==> src/rtl/pipelined_shifter_pkg.sv <==
// rtl/pipelined_shifter_pkg.sv - shift operation encoding and helpers shared by the shifter
package pipelined_shifter_pkg;

    typedef enum logic [2:0] {
        OP_SLL = 3'd0,
        OP_SRL = 3'd1,
        OP_SRA = 3'd2,
        OP_ROL = 3'd3,
        OP_ROR = 3'd4
    } shift_op_e;

    // Encodings 5..7 are reserved; the pipe passes the operand through and flags them.
    function automatic logic is_legal_op(input logic [2:0] op);
        return op <= 3'd4;
    endfunction

endpackage

==> src/rtl/pipelined_shifter_if.sv <==
// rtl/pipelined_shifter_if.sv - operand/result handshake bundle of the pipelined shifter
interface pipelined_shifter_if #(
    parameter int WIDTH = 64,
    parameter int TAG_W = 4
);
    localparam int LOG2W = $clog2(WIDTH);

    logic              in_valid;
    logic              in_ready;
    logic [WIDTH-1:0]  in_data;
    logic [LOG2W-1:0]  in_shamt;
    logic [2:0]        in_op;
    logic [TAG_W-1:0]  in_tag;
    logic              out_valid;
    logic              out_ready;
    logic [WIDTH-1:0]  out_data;
    logic [TAG_W-1:0]  out_tag;
    logic              out_err;

    modport master (
        output in_valid, in_data, in_shamt, in_op, in_tag, out_ready,
        input  in_ready, out_valid, out_data, out_tag, out_err
    );

    modport slave (
        input  in_valid, in_data, in_shamt, in_op, in_tag, out_ready,
        output in_ready, out_valid, out_data, out_tag, out_err
    );

endinterface

==> src/rtl/pipelined_shifter_shift_stage.sv <==
// rtl/pipelined_shifter_shift_stage.sv - one conditional power-of-two shift/rotate step
module shift_stage
    import pipelined_shifter_pkg::*;
#(
    parameter int WIDTH = 64,
    parameter int SHAMT = 1
) (
    input  logic [WIDTH-1:0] data_in,
    input  logic             en,
    input  logic [2:0]       op,
    input  logic             sign,
    output logic [WIDTH-1:0] data_out
);

    // Shift or rotate by SHAMT when enabled; reserved ops and en=0 pass data through.
    always_comb begin
        data_out = data_in;
        if (en) begin
            case (op)
                OP_SLL:  data_out = {data_in[WIDTH-1-SHAMT:0], {SHAMT{1'b0}}};
                OP_SRL:  data_out = {{SHAMT{1'b0}}, data_in[WIDTH-1:SHAMT]};
                OP_SRA:  data_out = {{SHAMT{sign}}, data_in[WIDTH-1:SHAMT]};
                OP_ROL:  data_out = {data_in[WIDTH-1-SHAMT:0], data_in[WIDTH-1:WIDTH-SHAMT]};
                OP_ROR:  data_out = {data_in[SHAMT-1:0], data_in[WIDTH-1:SHAMT]};
                default: data_out = data_in;
            endcase
        end
    end

endmodule

==> src/rtl/pipelined_shifter.sv <==
// rtl/pipelined_shifter.sv - pipelined barrel shifter/rotator with valid/ready and tag
module pipelined_shifter
    import pipelined_shifter_pkg::*;
#(
    parameter int WIDTH     = 64,
    parameter int REG_EVERY = 2,
    parameter int TAG_W     = 4
) (
    input  logic              clk,
    input  logic              rst_n,
    pipelined_shifter_if.slave bus
);

    localparam int LOG2W  = $clog2(WIDTH);
    localparam int NSLICE = (LOG2W + REG_EVERY - 1) / REG_EVERY;

    typedef struct packed {
        logic [WIDTH-1:0] data;
        logic [LOG2W-1:0] shamt;
        logic [2:0]       op;
        logic             sign;
        logic [TAG_W-1:0] tag;
    } slice_t;

    // head[g] feeds the group of stages in front of slice g: the raw input for
    // g=0, otherwise the contents of slice g-1.
    slice_t            head [NSLICE];
    logic [NSLICE-1:0] vld;
    logic [NSLICE-1:0] rdy;

    // SRA sign is latched at acceptance so intermediate stages never have to guess it.
    assign head[0] = '{data:  bus.in_data,
                       shamt: bus.in_shamt,
                       op:    bus.in_op,
                       sign:  bus.in_data[WIDTH-1],
                       tag:   bus.in_tag};

    assign bus.in_ready = rdy[0];

    // Back-pressure: a slice may load when it is empty or anything downstream can move.
    always_comb begin
        logic chain;
        chain = bus.out_ready;
        rdy   = '0;
        for (int j = NSLICE - 1; j >= 0; j--) begin
            chain  = chain | ~vld[j];
            rdy[j] = chain;
        end
    end

    for (genvar s = 0; s < LOG2W; s++) begin : g_stage
        localparam int G = s / REG_EVERY;
        logic [WIDTH-1:0] d_in;
        logic [WIDTH-1:0] d_out;

        if (s % REG_EVERY == 0) begin : g_head
            assign d_in = head[G].data;
        end else begin : g_chain
            assign d_in = g_stage[s-1].d_out;
        end

        shift_stage #(
            .WIDTH (WIDTH),
            .SHAMT (1 << s)
        ) u_stage (
            .data_in  (d_in),
            .en       (head[G].shamt[s]),
            .op       (head[G].op),
            .sign     (head[G].sign),
            .data_out (d_out)
        );
    end

    for (genvar j = 0; j < NSLICE; j++) begin : g_slice
        localparam int LAST = ((j + 1) * REG_EVERY > LOG2W) ? LOG2W - 1 : (j + 1) * REG_EVERY - 1;
        logic   v;
        logic   src_valid;
        slice_t r;

        if (j == 0) begin : g_src_in
            assign src_valid = bus.in_valid;
        end else begin : g_src_prev
            assign src_valid = vld[j-1];
        end

        // Slice register: captures the shifted data plus the control that rides along.
        always_ff @(posedge clk) begin
            if (!rst_n) begin
                v <= 1'b0;
                r <= '0;
            end else if (rdy[j]) begin
                v <= src_valid;
                r <= '{data:  g_stage[LAST].d_out,
                       shamt: head[j].shamt,
                       op:    head[j].op,
                       sign:  head[j].sign,
                       tag:   head[j].tag};
            end
        end

        assign vld[j] = v;

        if (j < NSLICE - 1) begin : g_fwd
            assign head[j+1] = r;
        end else begin : g_out
            logic unused_tail;
            assign unused_tail   = ^{r.shamt, r.sign};
            assign bus.out_valid = v;
            assign bus.out_data  = r.data;
            assign bus.out_tag   = r.tag;
            assign bus.out_err   = !is_legal_op(r.op);
        end
    end

endmodule

==> src/flat_wrapper.sv <==
// flat-port wrapper written by rule: the top's interface ports become plain ports
module pipelined_shifter_flat import pipelined_shifter_pkg::*;
#(
    parameter int WIDTH     = 64,
    parameter int REG_EVERY = 2,
    parameter int TAG_W     = 4
)
  (clk, rst_n, bus_in_valid, bus_in_data, bus_in_shamt, bus_in_op, bus_in_tag, bus_out_ready, bus_in_ready, bus_out_valid, bus_out_data, bus_out_tag, bus_out_err);
  pipelined_shifter_if #(.WIDTH(WIDTH), .TAG_W(TAG_W)) bus_i ();
  input  logic clk;
  input  logic rst_n;
  input wire logic [$bits(bus_i.in_valid)-1:0] bus_in_valid;
  input wire logic [$bits(bus_i.in_data)-1:0] bus_in_data;
  input wire logic [$bits(bus_i.in_shamt)-1:0] bus_in_shamt;
  input wire logic [$bits(bus_i.in_op)-1:0] bus_in_op;
  input wire logic [$bits(bus_i.in_tag)-1:0] bus_in_tag;
  input wire logic [$bits(bus_i.out_ready)-1:0] bus_out_ready;
  output wire logic [$bits(bus_i.in_ready)-1:0] bus_in_ready;
  output wire logic [$bits(bus_i.out_valid)-1:0] bus_out_valid;
  output wire logic [$bits(bus_i.out_data)-1:0] bus_out_data;
  output wire logic [$bits(bus_i.out_tag)-1:0] bus_out_tag;
  output wire logic [$bits(bus_i.out_err)-1:0] bus_out_err;
  assign bus_i.in_valid = bus_in_valid;
  assign bus_i.in_data = bus_in_data;
  assign bus_i.in_shamt = bus_in_shamt;
  assign bus_i.in_op = bus_in_op;
  assign bus_i.in_tag = bus_in_tag;
  assign bus_i.out_ready = bus_out_ready;
  assign bus_in_ready = bus_i.in_ready;
  assign bus_out_valid = bus_i.out_valid;
  assign bus_out_data = bus_i.out_data;
  assign bus_out_tag = bus_i.out_tag;
  assign bus_out_err = bus_i.out_err;
  pipelined_shifter #(.WIDTH(WIDTH), .REG_EVERY(REG_EVERY), .TAG_W(TAG_W)) u_core (.clk(clk), .rst_n(rst_n), .bus(bus_i));
endmodule
==> config.mk <==
export PLATFORM = sky130hd
export DESIGN_NAME = pipelined_shifter_flat
export DESIGN_NICKNAME = d
export VERILOG_FILES = /design/src/rtl/pipelined_shifter_pkg.sv /design/src/rtl/pipelined_shifter_if.sv /design/src/rtl/pipelined_shifter_shift_stage.sv /design/src/rtl/pipelined_shifter.sv /design/src/flat_wrapper.sv
export SDC_FILE = /design/constraint.sdc
export NUM_CORES = 1
export LEC_CHECK = 0
export BUFFER_PORTS_ARGS = -buffer_cell sky130_fd_sc_hd__buf_2
export CAP_MARGIN = 15
export CORE_ASPECT_RATIO = 2
export CORE_MARGIN = 2
export CORE_UTILIZATION = 51
export DETAILED_ROUTE_END_ITERATION = 10
export GPL_ROUTABILITY_DRIVEN = 0
export GPL_TIMING_DRIVEN = 0
export PLACE_DENSITY = 0.7
export SYNTH_ARGS = -nofsm -noshare
export SYNTH_HDL_FRONTEND = slang
export SYNTH_SLANG_ARGS = --single-unit
==> constraint.sdc <==
create_clock -name clk -period 2.14 [get_ports clk]
set_input_delay 0.107 -clock clk [delete_from_list [all_inputs] [get_ports clk]]
set_output_delay 0.107 -clock clk [all_outputs]
set_load 0.01 [all_outputs]
==> results of run 1 <==
## cell families after synthesis
kind of cell	synth area share [%]
buffers and inverters	9.21
and+or+nand+nor	18.9
AOI/OAI and AO/OA	40.6
xor gates and xnor gates	0.467
DFF	25.4
muxes	5.40
## metal layers
metal  GRT overflow  global-route usage, %
met2            248                   82.4
met1              1                   56.9
met5              0                   13.8
met4            113                   61.0
met3              4                   41.4
## through the flow
| step | setup WS (ns) | cells | TNS [ns] | cell area, um^2 | util [%] |
|---|---|---|---|---|---|
| 2_1_floorplan | 0.204 | 2273 | 0 | 17700 | - |
| 4_1_cts | -0.0193 | 2917 | -0.0306 | 20300 | 59.3 |
| 3_3_place_gp | -0.611 | 2864 | -58.84 | 19000 | 55.4 |
| 3_5_place_dp | -0.609 | 2864 | -60.45 | 19000 | 55.4 |
## timing repair
action | CTS
setup endpoints to repair | 196
hold buffers | 12
gates resized for setup | 110
buffers inserted | 11
pin swaps | 7
hold endpoints to repair | 12
## synthesized netlist by cell type, drive strengths merged, types with 5 or more instances
cell type / count / area, um^2
o211ai: 18 / 135
buf: 163 / 996
nor3b: 20 / 155
o22ai: 23 / 144
mux2: 37 / 417
nand2b: 11 / 68.8
a221oi: 47 / 418
a22o: 18 / 158
or4b: 54 / 541
a211oi: 29 / 253
and3: 5 / 31.3
nor3: 28 / 156
nand2: 321 / 1210
and2: 8 / 50.1
a2bb2oi: 7 / 61.3
or3: 27 / 169
o21ai: 127 / 654
a31oi: 51 / 319
a21oi: 100 / 500
a22oi: 131 / 983
o221ai: 93 / 815
o21bai: 42 / 315
clkbuf: 152 / 572
o21a: 9 / 67.6
mux2i: 47 / 470
a221o: 45 / 450
nor2b: 15 / 93.8
nor2: 140 / 528
dfxtp: 224 / 4480
inv: 16 / 60.1
a311oi: 40 / 494
a21boi: 39 / 293
o22a: 33 / 289
o2bb2ai: 5 / 43.8
or2: 5 / 31.3
o221a: 34 / 383
nand3: 41 / 205
a32oi: 6 / 52.6
==> impl_metrics.toml, run 1 <==
[clock_network]
cts.sinks = 224
cts_buffer_depth = 3
cts_max_level = 1
cts_buffers = 20
root_buffer = "clkbuf_16"

[global_routing]
grt_overflow = 366
grtUsageTotal_pct = 60.4
grt_pass1_wl_um = 170000
grt_pass1_vias = 24200
grt_max_degree = 20

[floorplanning]
initial_core_util_pct = 51.6
die_y_um = 267
pin_count = 152
row_count = 96
fp.dieW_um = 136

[synth]
synth-seq-cells = 224
ys_types = 84
synth_cells = 2273
yosysWarnings = 0
synth.avg_cell_area_um2 = 7.78
async_flop_share_pct = 0
syn_area_um2 = 17700
synth_edf_count = 0
ys.flop_type = "dfxtp_1"
ys_seq_area_share_pct = 25.4
synthesis.nets = 2354

[status]
status = "aborted with a tool error"
lastStage = "5_1_grt"
stop_error = "[ERROR GRT-0116] Global routing finished with congestion. Check the congestion regions in the DRC Viewer."

[place]
numPortBuffers = 150
dp.final_hpwl_um = 69200
==> run 2: changes to the inputs <==
- CORE_ASPECT_RATIO: 2 -> default
- CORE_UTILIZATION: 51 -> 36
- PLACE_DENSITY: 0.7 -> default
- PLACE_DENSITY_LB_ADDON: default -> 0.15
==> run 2 against run 1 <==
The flow now finishes, with violations (negative setup slack). Synthesized cell count unchanged. Synthesized area unchanged.
==> impl_metrics.toml, run 2 <==
[status]
status = "complete, but fails checks"
violations = "negative setup slack"

[synth]
synth.avg_cell_area_um2 = 7.78
yosys.area.top_type = "dfxtp_1"
syn_area_um2 = 17700
ys_types = 84
synth-seq-cells = 224
synth_edf_count = 0
synth_area_leaders = "dfxtp_1, nand2_1, a22oi_1, o221ai_1, buf_4"
ys.flop_type = "dfxtp_1"
synthDominantCellAreaShare_pct = 25.4
synth.most_common_cell = "nand2_1"
ys_top_cells_by_count = "nand2_1, dfxtp_1, clkbuf_1"
synthesis.nets = 2354
ys_seq_area_share_pct = 25.4
synth_cells = 2273
async_flop_share_pct = 0
yosysWarnings = 0

[critical_path]
cp_data_required_time_ns = 2.58
crit_fanout = 10
reg2reg_from = "u_core.g_slice[0].r[5]"
slowest_stage = "dfxtp_4"
start_kind = "register"
slowest_delay_ns = 0.38
worstReg2RegEnd = "u_core.g_stage[4].d_in[44]"
crit_arrival_ns = 2.62
critical_path_class = "reg2reg"
r2r_setup_slack_ns = -0.04
cp-end-kind = "register"
critPathMostFrequentCell = "o211ai_1"
reg2regPathDepth = 8
worstPathCellList = "buf_6 -> o21ai_4 -> o211ai_1 -> buf_4 -> buf_12 -> o221ai_2 -> o31a_1 -> o211ai_1"

[clock_network]
cts_tree = "built"
cts_buffers = 26
cts_buffer_depth = 3
clkTransAtPathRegs_ns = 0.06
root_buffer = "clkbuf_16"
cts_max_level = 1
cts.sinks = 224
clk_latency_ns = 0.58

[floorplanning]
fp.dieW_um = 226
pin_count = 152
die_y_um = 226
row_count = 81
design.die.area_um2 = 50900
core_um2 = 48700
initial_core_util_pct = 36.3

[drt]
ant_nets = 0
wl_per_cell_um = 27.2
via_count = 21200
drt_first_pass_iters = 8
wirelength_um = 86400
vias_per_cell = 6.69
drcViolationCount = 0
drt_iter0_drc = 2671

[timing]
setup_violations = 7
skew_ns = 0.0149
slew_viol_final = 0
rsz0062_at_grt = "true"
worstMarginPinSlew_ns = 0.931
whs_ns = 0.0130
slew_headroom_pct = 37.9
worst_slack_ns = -0.0380
fmax_mhz = 459
min_period_ns = 2.18
finalHoldViolations = 0
min_period_over_period_pct = 102

[cells_and_area]
area_growth_pct = 20.7
layout_common_cells = "nand2_1, dfxtp_1, buf_2, a22oi_1, nor2_1"
drive_gt1_share_pct = 25.8
antennaDiodeCount = 0
largest_reg_flops = 128
final_cells = 3174
final_nets = 2574
final_common_cell = "nand2_1"

[pwr]
ir_drop_mv = 0.601
p_leak_uw = 0.00809
power_density_nw_per_um2 = 658

[global_routing]
grt_overflow = 0
antenna_found_initial = 1
grtUsageTotal_pct = 33.0
grt_pass1_vias = 20000
grt_max_degree = 13
grt_pass1_wl_um = 128000

[min_path]
hp-class = "in2reg"
min_from = "bus_in_data[11]"
min_path_cells = 5
min_to = "u_core.g_stage[2].d_in[13]"

[flow_run]
maxCapViolCount = 0

[place]
dp_slack_ns = -0.490
placed_cells = 3087
numPortBuffers = 150
dp.final_hpwl_um = 66200
## run 2: area by class of cell
cell class	instances	area, um^2
Fill cell	5033	27400
Tap cell	664	831
Clock buffer	38	757
Inverter	16	65.1
Buffer	310	1790
Multi-Input combinational cell	1718	12100
Timing Repair Buffer	197	1210
Sequential cell	224	4490
Clock inverter	7	88.8
## run 2: how the worst max path moves through the flow
stage                             from                    endpoint  slack (ns)  cells past startpoint
2_1_floorplan   u_core.g_slice[1].r[6]      u_core.bus.out_data[4]        0.20                      7
3_3_place_gp   u_core.g_slice[0].r[10]   u_core.g_stage[4].d_in[5]       -0.48                      7
3_5_place_dp      u_core.bus.out_valid   u_core.g_stage[2].d_in[5]       -0.49                      9
4_1_cts         u_core.g_slice[0].r[5]   u_core.g_stage[4].d_in[3]       -0.02                      7
5_1_grt         u_core.g_slice[1].r[6]      u_core.bus.out_data[1]       -0.04                      8
6_report        u_core.g_slice[0].r[5]  u_core.g_stage[4].d_in[44]       -0.04                      8
## run 2: kinds of logic (layout without fill, tap and decap cells)
family / after synthesis / in the layout / share of synthesized area, %
AOI/OAI and AO/OA: 936 / 936 / 40.6
muxes: 87 / 87 / 5.40
DFF: 224 / 224 / 25.4
and+or+nand+nor: 689 / 689 / 18.9
buffers and inverters: 331 / 568 / 9.21
xor gates and xnor gates: 6 / 6 / 0.467
## run 2: power breakdown
| part | total, uW | internal (uW) | switching, uW |
|---|---|---|---|
| combinational | 4180 | 1650 | 2530 |
| sequential | 5310 | 4560 | 758 |
| clock | 4550 | 2670 | 1870 |
## run 2: metrics by stage
step                      total power (uW)  util, %  setup TNS (ns)  instance area (um^2)
after floorplan                       7430        -               0                 17700
after global placement                8960     39.5          -46.62                 19300
after detailed placement              9000     39.5          -45.77                 19300
after CTS                            13600     42.5         -0.0408                 20700
after global routing                 14500     43.8          -0.157                 21300
final                                14000     43.8         -0.0994                 21300
## run 2: what timing repair did
action | in CTS | in global routing
hold buffers | 14 | 0
setup endpoints to repair | 188 | 164
cloned | 1 | 0
buffers inserted | 14 | 18
endpoints found under the hold margin | 13 | 0
pin swaps | 8 | 14
gates resized for setup | 116 | 155
## run 2: worst max-delay path, delay by kind of cell (launching register included)
kind	cells	cell delay (ns)
AOI/OAI and AO/OA	5	1.11
buffers and inverters	3	0.54
DFF	1	0.38
## run 2: metal layers
layer	vias up	GRT usage, %	part of all wire (%)
met5	-	0	0.015
li1	9251	-	-
met4	2	21.1	7.4
met3	368	6.97	9.7
met2	1439	52.7	44
met1	10200	40.4	38
Note: power is estimated with default switching activity, not from simulation.
